**config.mk**
```make
export PLATFORM = sky130hd
export DESIGN_NAME = seg_scan_blink_flat
export DESIGN_NICKNAME = d
export VERILOG_FILES = /design/src/rtl/seg_scan_blink_if.sv /design/src/rtl/seg_scan_blink.sv /design/src/flat_wrapper.sv
export SDC_FILE = /design/constraint.sdc
export NUM_CORES = 1
export LEC_CHECK = 0
export ABC_CLOCK_PERIOD_IN_PS = 2300
export CAP_MARGIN = 25
export CORE_MARGIN = 2
export CORE_UTILIZATION = 40
export CTS_CLUSTER_DIAMETER = 60
export DETAILED_ROUTE_END_ITERATION = 16
export SYNTH_ARGS = -nofsm -noshare
export SYNTH_HDL_FRONTEND = slang
export SYNTH_SLANG_ARGS = --single-unit
```
**constraint.sdc**
```tcl
create_clock -name clk50hz -period 2.3 [get_ports clk50hz]
set_input_delay 0.46 -clock clk50hz [delete_from_list [all_inputs] [get_ports clk50hz]]
set_output_delay 0.46 -clock clk50hz [all_outputs]
set_load 0.05 [all_outputs]
```
**src/rtl/seg_scan_blink_if.sv**
```systemverilog
// Bus between the mm:ss BCD counter and the display scan stage: four BCD
// digits plus the adjust/blanking controls in one direction, and the
// registered pin drives (anode, cathode, frame_start) in the other.
interface seg_scan_blink_if;
    logic [3:0] sec_one;
    logic [3:0] sec_ten;
    logic [3:0] min_one;
    logic [3:0] min_ten;
    logic       adjust_en;
    logic       adjust_sel;
    logic       lz_blank;
    logic [3:0] anode;
    logic [6:0] cathode;
    logic       frame_start;

    // Counter side: supplies digits and controls, observes the pins.
    modport master (
        output sec_one, sec_ten, min_one, min_ten,
        output adjust_en, adjust_sel, lz_blank,
        input  anode, cathode, frame_start
    );

    // Display stage: consumes digits and controls, drives the pins.
    modport slave (
        input  sec_one, sec_ten, min_one, min_ten,
        input  adjust_en, adjust_sel, lz_blank,
        output anode, cathode, frame_start
    );
endinterface

```
**src/rtl/seg_scan_blink.sv**
```systemverilog
// 4-digit common-anode 7-segment scanner. Snapshots the mm:ss BCD digits once
// per scan frame, drives one digit per clk50hz edge, blinks the pair under
// adjustment and optionally blanks a leading minutes-tens zero. All pin
// drives come straight from registers.
module seg_scan_blink #(
    parameter int BLINK_DIV = 6     // scan ticks per blink half-period, 2..255
) (
    input  logic              clk50hz,
    input  logic              reset,
    seg_scan_blink_if.slave   disp
);

    localparam logic [7:0] BLINK_LAST = 8'(BLINK_DIV - 1);
    localparam logic [3:0] ANODE_OFF  = 4'hF;
    localparam logic [6:0] SEG_OFF    = 7'h7F;

    // Scan position and frame snapshot (index 0 = sec_one ... 3 = min_ten).
    logic [1:0] scan_idx_q;
    logic [1:0] scan_idx_d;
    logic [3:0] snap_q    [4];
    logic [3:0] digit_in  [4];

    // Blink timer.
    logic [7:0] blink_cnt_q;
    logic [7:0] blink_cnt_d;
    logic       blink_phase_q;
    logic       blink_phase_d;

    // Pin registers.
    logic [3:0] anode_q;
    logic [3:0] anode_d;
    logic [6:0] cathode_q;
    logic [6:0] cathode_d;
    logic       frame_start_q;
    logic       frame_start_d;

    // Per-digit blanking requests, selected by scan index.
    logic [3:0] blank_blink_vec;
    logic [3:0] blank_lz_vec;

    logic [3:0] cur_digit;
    logic [6:0] cur_seg;
    logic       cur_blank;

    // Active-low {g..a} pattern for a BCD code; non-decimal codes show a dash.
    function automatic logic [6:0] seg_decode(input logic [3:0] bcd);
        logic [6:0] seg;
        case (bcd)
            4'd0:    seg = 7'b1000000;
            4'd1:    seg = 7'b1111001;
            4'd2:    seg = 7'b0100100;
            4'd3:    seg = 7'b0110000;
            4'd4:    seg = 7'b0011001;
            4'd5:    seg = 7'b0010010;
            4'd6:    seg = 7'b0000010;
            4'd7:    seg = 7'b1111000;
            4'd8:    seg = 7'b0000000;
            4'd9:    seg = 7'b0010000;
            default: seg = 7'b0111111;
        endcase
        return seg;
    endfunction

    assign digit_in[0] = disp.sec_one;
    assign digit_in[1] = disp.sec_ten;
    assign digit_in[2] = disp.min_one;
    assign digit_in[3] = disp.min_ten;

    // Per-digit blank decisions. Digits 0,1 form the seconds pair and
    // digits 2,3 the minutes pair; only digit 3 can carry a leading zero.
    generate
        for (genvar gi = 0; gi < 4; gi++) begin : g_digit_blank
            localparam logic IS_MIN_PAIR = (gi >= 2);
            assign blank_blink_vec[gi] = disp.adjust_en && blink_phase_q
                                         && (disp.adjust_sel == IS_MIN_PAIR);
            if (gi == 3) begin : g_lz
                assign blank_lz_vec[gi] = disp.lz_blank && (snap_q[gi] == 4'd0);
            end else begin : g_no_lz
                assign blank_lz_vec[gi] = 1'b0;
            end
        end
    endgenerate

    // Next pin values for the digit currently addressed by scan_idx_q.
    always_comb begin
        cur_digit     = snap_q[scan_idx_q];
        cur_seg       = seg_decode(cur_digit);
        cur_blank     = blank_blink_vec[scan_idx_q] | blank_lz_vec[scan_idx_q];
        anode_d       = cur_blank ? ANODE_OFF : ~(4'b0001 << scan_idx_q);
        cathode_d     = cur_blank ? SEG_OFF : cur_seg;
        frame_start_d = (scan_idx_q == 2'd0);
        scan_idx_d    = scan_idx_q + 2'd1;
    end

    // Blink timer next state: held at zero outside adjust mode so entering
    // adjust always starts with a full visible half-period.
    always_comb begin
        blink_cnt_d   = 8'd0;
        blink_phase_d = 1'b0;
        if (disp.adjust_en) begin
            if (blink_cnt_q == BLINK_LAST) begin
                blink_cnt_d   = 8'd0;
                blink_phase_d = ~blink_phase_q;
            end else begin
                blink_cnt_d   = blink_cnt_q + 8'd1;
                blink_phase_d = blink_phase_q;
            end
        end
    end

    // Scan counter, blink timer and pin registers.
    always_ff @(posedge clk50hz) begin
        if (reset) begin
            scan_idx_q    <= 2'd0;
            blink_cnt_q   <= 8'd0;
            blink_phase_q <= 1'b0;
            anode_q       <= ANODE_OFF;
            cathode_q     <= SEG_OFF;
            frame_start_q <= 1'b0;
        end else begin
            scan_idx_q    <= scan_idx_d;
            blink_cnt_q   <= blink_cnt_d;
            blink_phase_q <= blink_phase_d;
            anode_q       <= anode_d;
            cathode_q     <= cathode_d;
            frame_start_q <= frame_start_d;
        end
    end

    // Snapshot all four digits on the last slot of a frame, so the next
    // frame is drawn from one consistent set of values.
    generate
        for (genvar gi = 0; gi < 4; gi++) begin : g_snap
            always_ff @(posedge clk50hz) begin
                if (reset) begin
                    snap_q[gi] <= 4'd0;
                end else if (scan_idx_q == 2'd3) begin
                    snap_q[gi] <= digit_in[gi];
                end
            end
        end
    endgenerate

    assign disp.anode       = anode_q;
    assign disp.cathode     = cathode_q;
    assign disp.frame_start = frame_start_q;

endmodule
```
**src/flat_wrapper.sv**
```systemverilog
// flat-port wrapper written by rule: the top's interface ports become plain ports
module seg_scan_blink_flat 
#(
    parameter int BLINK_DIV = 6                                                
)
  (clk50hz, reset, disp_sec_one, disp_sec_ten, disp_min_one, disp_min_ten, disp_adjust_en, disp_adjust_sel, disp_lz_blank, disp_anode, disp_cathode, disp_frame_start);
  seg_scan_blink_if disp_i ();
  input  logic clk50hz;
  input  logic reset;
  input wire logic [$bits(disp_i.sec_one)-1:0] disp_sec_one;
  input wire logic [$bits(disp_i.sec_ten)-1:0] disp_sec_ten;
  input wire logic [$bits(disp_i.min_one)-1:0] disp_min_one;
  input wire logic [$bits(disp_i.min_ten)-1:0] disp_min_ten;
  input wire logic [$bits(disp_i.adjust_en)-1:0] disp_adjust_en;
  input wire logic [$bits(disp_i.adjust_sel)-1:0] disp_adjust_sel;
  input wire logic [$bits(disp_i.lz_blank)-1:0] disp_lz_blank;
  output wire logic [$bits(disp_i.anode)-1:0] disp_anode;
  output wire logic [$bits(disp_i.cathode)-1:0] disp_cathode;
  output wire logic [$bits(disp_i.frame_start)-1:0] disp_frame_start;
  assign disp_i.sec_one = disp_sec_one;
  assign disp_i.sec_ten = disp_sec_ten;
  assign disp_i.min_one = disp_min_one;
  assign disp_i.min_ten = disp_min_ten;
  assign disp_i.adjust_en = disp_adjust_en;
  assign disp_i.adjust_sel = disp_adjust_sel;
  assign disp_i.lz_blank = disp_lz_blank;
  assign disp_anode = disp_i.anode;
  assign disp_cathode = disp_i.cathode;
  assign disp_frame_start = disp_i.frame_start;
  seg_scan_blink #(.BLINK_DIV(BLINK_DIV)) u_core (.clk50hz(clk50hz), .reset(reset), .disp(disp_i));
endmodule
```
==> summary.txt <==
CTS
  – Sink Count: 39
  – Worst-Skew Late Latency: 0.29 ns
  – Clock Tree Buf Depth: 2
  – Clock-pin slew on the worst setup and hold paths: 0.07 ns
  – Num CTS Buffers: 5
  – CTS tree: done
  – Setup repair bufs after CTS: 0
  – Clk root buf: clkbuf_8
  – CTS H-tree depth: 2
  – CTS-repair resized insts: 0
  – CTS Hold Bufs: 0

Timing
  – Final Cycle Share: 88.5%
  – Max Fclk: 491 MHz
  – Clock skew: 0.00969 ns
  – Fin Setup TNS: 0 ns
  – Slew Limit Fails: 0
  – Final setup fails: 0
  – Final Hold Vio Count: 0
  – Unrepaired setup endpoints after global routing: no
  – Period minus WS final: 2.04 ns
  – Rel. slew slack: 50.7%
  – Least-Margin Pin Slew: 0.739 ns

Power and ir drop
  – Pwr per Cell Area: 712 mW/mm^2
  – Power Internal: 1.11 mW
  – Pleak: 0.837 nW
  – Switching Fraction: 27.5%
  – Sequential share of power: 51.6%
  – Max VDD drop: 0.388 mV
  – Combinational fraction of design power: 20.4%
  – Clk pwr share: 28.0%
  – Psw: 0.421 mW

Detailed routing
  – Wirelength per Cell: 11.3 microns
  – First-pass iteration count of the detailed router: 4
  – Post-route DRC violation count: 0
  – Vias post-DR: 1086
  – Final wirelength: 2610 microns
  – Antenna Nets Post-Route: 0
  – Number of vias per cell: 4.70
  – 1st-iter DRT viols: 44

Global routing
  – Largest net degree at the start of global routing: 17
  – Grt total ovfl: 0
  – Initial antenna violation count: 0
  – Total Routing Usage GR: 12.1%
  – Vias in the first global route: 1039
  – First-pass GRT wire length: 4530 microns

Critical path
  – FF-to-FF End: u_core.disp.cathode[3]
  – Arr. time, crit path: 2.21 ns
  – Worst endpoint required time: 2.47 ns
  – R2R setup slack: 0.26 ns
  – CP Capture Type: register
  – R2R depth: 5
  – Crit Path Class: register to register
  – Critical Path Fanout Max: 8
  – R2r startpoint: u_core.scan_idx_q[0]
  – Startpoint Class: register

Finish
  – Syn-to-layout area delta: 25.9%
  – Post-layout util: 52.9%
  – FILL cells: 365
  – N_diodes: 0
  – Nets: 212
  – Share of cells above drive strength 1: 8.29%
  – Post-route insts no fill: 231
  – Final instance area: 0.00215 sq mm

Worst hold path
  – Startpoint of the worst hold path: u_core.blink_cnt_q[0]
  – Hold WC Path Type: register to register
  – Min-Delay Endpoint: u_core.blink_cnt_q[0]
  – Worst Hold Depth: 1

Floorplanning
  – Chip width: 69.3 microns
  – I/O Pins: 33
  – Core box area: 0.00406 sq mm
  – Die area: 0.00481 sq mm
  – Initial core utilization: 42.1%
  – Site Rows: 23
  – Die H: 69.3 microns

Place
  – I/O Buffers: 32
  – Detailed Place HPWL: 2010 microns
  – Post-Place Cells: 222
  – Placed inst area: 0.00206 sq mm
  – GP Congestion: 0.827

Synthesis
  – Number of synthesized flops with an enable pin: 16
  – Synth cell count leaders: dfxtp_1 (23), and2_1 (16), edfxtp_1 (16)
  – #FFs+latches synth: 39
  – Synth warn: 0
  – Cell taking the most area after synthesis: edfxtp_1
  – Syn_area_per_cell: 11.9 sq um
  – Synth cell types: 33
  – Post-Syn Area: 0.00171 sq mm
  – Top-count cell post-synth: dfxtp_1
  – Seq/Total Area, Yosys: 55.1%
  – Ys async rst share: 0%
  – Syn Nets: 176
  – Yosys top cell area share: 28.2%
  – Main flop type after synthesis: dfxtp_1
  – Synth area leaders: edfxtp_1 (28%), dfxtp_1 (27%), ha_1 (8.1%)
  – Cell count after synthesis: 144

Status
  – Status: finished clean

Job
  – Maxcap violations: 0
kinds of logic after synthesis:
family	Yosys count	synth area share, %
adder cells (fa/ha/maj)	11	8.06
buffers and inverters	12	3.59
AND/OR/NAND/NOR	55	18.6
multiplexers	4	5.50
AO/OA/AOI/OAI	15	4.99
flip-flops	39	55.1
XOR/XNOR	8	4.11
placed cells by master (no fill, tap or decap):
| cell | synthesis | final |
|---|---|---|
| clkdlybuf4s50_1 | 0 | 32 |
| a21oi_1 | 4 | 4 |
| mux4_1 | 1 | 1 |
| o21ai_1 | 4 | 4 |
| nand2b_1 | 1 | 1 |
| a21oi_2 | 1 | 1 |
| nand4b_1 | 1 | 1 |
| nand3_1 | 5 | 5 |
| buf_4 | 0 | 1 |
| ha_1 | 11 | 11 |
| nand3b_1 | 1 | 1 |
| nor2_1 | 10 | 10 |
| a311oi_1 | 1 | 1 |
| clkinv_2 | 0 | 1 |
| clkinv_1 | 0 | 1 |
| and2_1 | 16 | 16 |
| or2b_1 | 2 | 2 |
| nand2_1 | 5 | 5 |
| nor4_1 | 2 | 2 |
| nor2b_1 | 4 | 4 |
| a211oi_1 | 1 | 1 |
| nor3b_1 | 1 | 1 |
| o21ai_0 | 4 | 4 |
| dfxtp_1 | 23 | 23 |
| or2_2 | 1 | 1 |
| edfxtp_1 | 16 | 16 |
| clkbuf_1 | 2 | 1 |
| or4b_1 | 1 | 1 |
| xnor2_1 | 2 | 2 |
| buf_2 | 1 | 1 |
| xor2_1 | 6 | 6 |
| and3_1 | 3 | 3 |
| or2_4 | 1 | 1 |
| clkbuf_8 | 0 | 5 |
| mux4_2 | 3 | 3 |
| inv_1 | 7 | 7 |
| nor3_2 | 1 | 1 |
power by group through the flow:
stage / logic (mW) / registers (mW) / clock network [mW]
final: 0.312 / 0.789 / 0.429
after global routing: 0.338 / 0.795 / 0.468
after CTS: 0.315 / 0.790 / 0.448
after detailed placement: 0.315 / 0.806 / 0
after global placement: 0.310 / 0.805 / 0
after floorplan: 0.131 / 0.884 / 0
sequential cells by signal, indices dropped and copies added (netlist names):
register and flops:
u_core.disp.frame_start 1, u_core.scan_idx_q 2, u_core.blink_phase_q 1, u_core.snap_q 16
u_core.disp.cathode 7, u_core.disp.anode 4, u_core.blink_cnt_q 8
how the worst max path moves through the flow:
stage / startpoint / end / slack [ns] / cells after the start
after global routing: u_core.scan_idx_q[0] / u_core.disp.cathode[0] / 0.12 / 5
after floorplan: u_core.scan_idx_q[0] / u_core.disp.cathode[3] / 0.47 / 6
final: u_core.scan_idx_q[0] / u_core.disp.cathode[3] / 0.26 / 5
after detailed placement: disp_lz_blank / u_core.disp.cathode[6] / -0.11 / 5
after global placement: disp_lz_blank / u_core.disp.cathode[1] / -0.05 / 5
after CTS: u_core.scan_idx_q[0] / u_core.disp.cathode[4] / 0.19 / 6
stage by stage:
stage	hold slack, ns	total power, mW	setup slack, ns
3_5_place_dp	0.496	1.12	-0.109
5_1_grt	0.554	1.60	0.119
4_1_cts	0.514	1.55	0.190
2_1_floorplan	0.452	1.02	0.468
3_3_place_gp	0.481	1.11	-0.0498
6_report	0.505	1.53	0.265
area by class of cell:
| cell class | count | area, sq um | share of cell area (%) |
|---|---|---|---|
| Clock buffer | 6 | 72.6 | 3.38 |
| Clock inverter | 2 | 8.76 | 0.408 |
| Inverter | 7 | 26.3 | 1.22 |
| Multi-Input combinational cell | 93 | 704 | 32.8 |
| Sequential cell | 39 | 941 | 43.8 |
| Tap cell | 50 | 62.6 | 2.91 |
| Timing Repair Buffer | 34 | 333 | 15.5 |
critical path, cell delays in order (launching register included):
cell	delay, ns
dfxtp_1	0.55
mux4_1	0.69
ha_1	0.22
or2_4	0.25
a21oi_2	0.14
o21ai_1	0.07
routing by layer:
layer | vias to the layer above | wire [microns] | track usage (%)
met5 | - | 0 | 0
met3 | 7 | 155 | 3.78
met2 | 31 | 1170 | 18.9
met4 | 0 | 71 | 7.84
met1 | 484 | 1210 | 14.3
li1 | 564 | - | -
(Power assumes the default switching activity.)
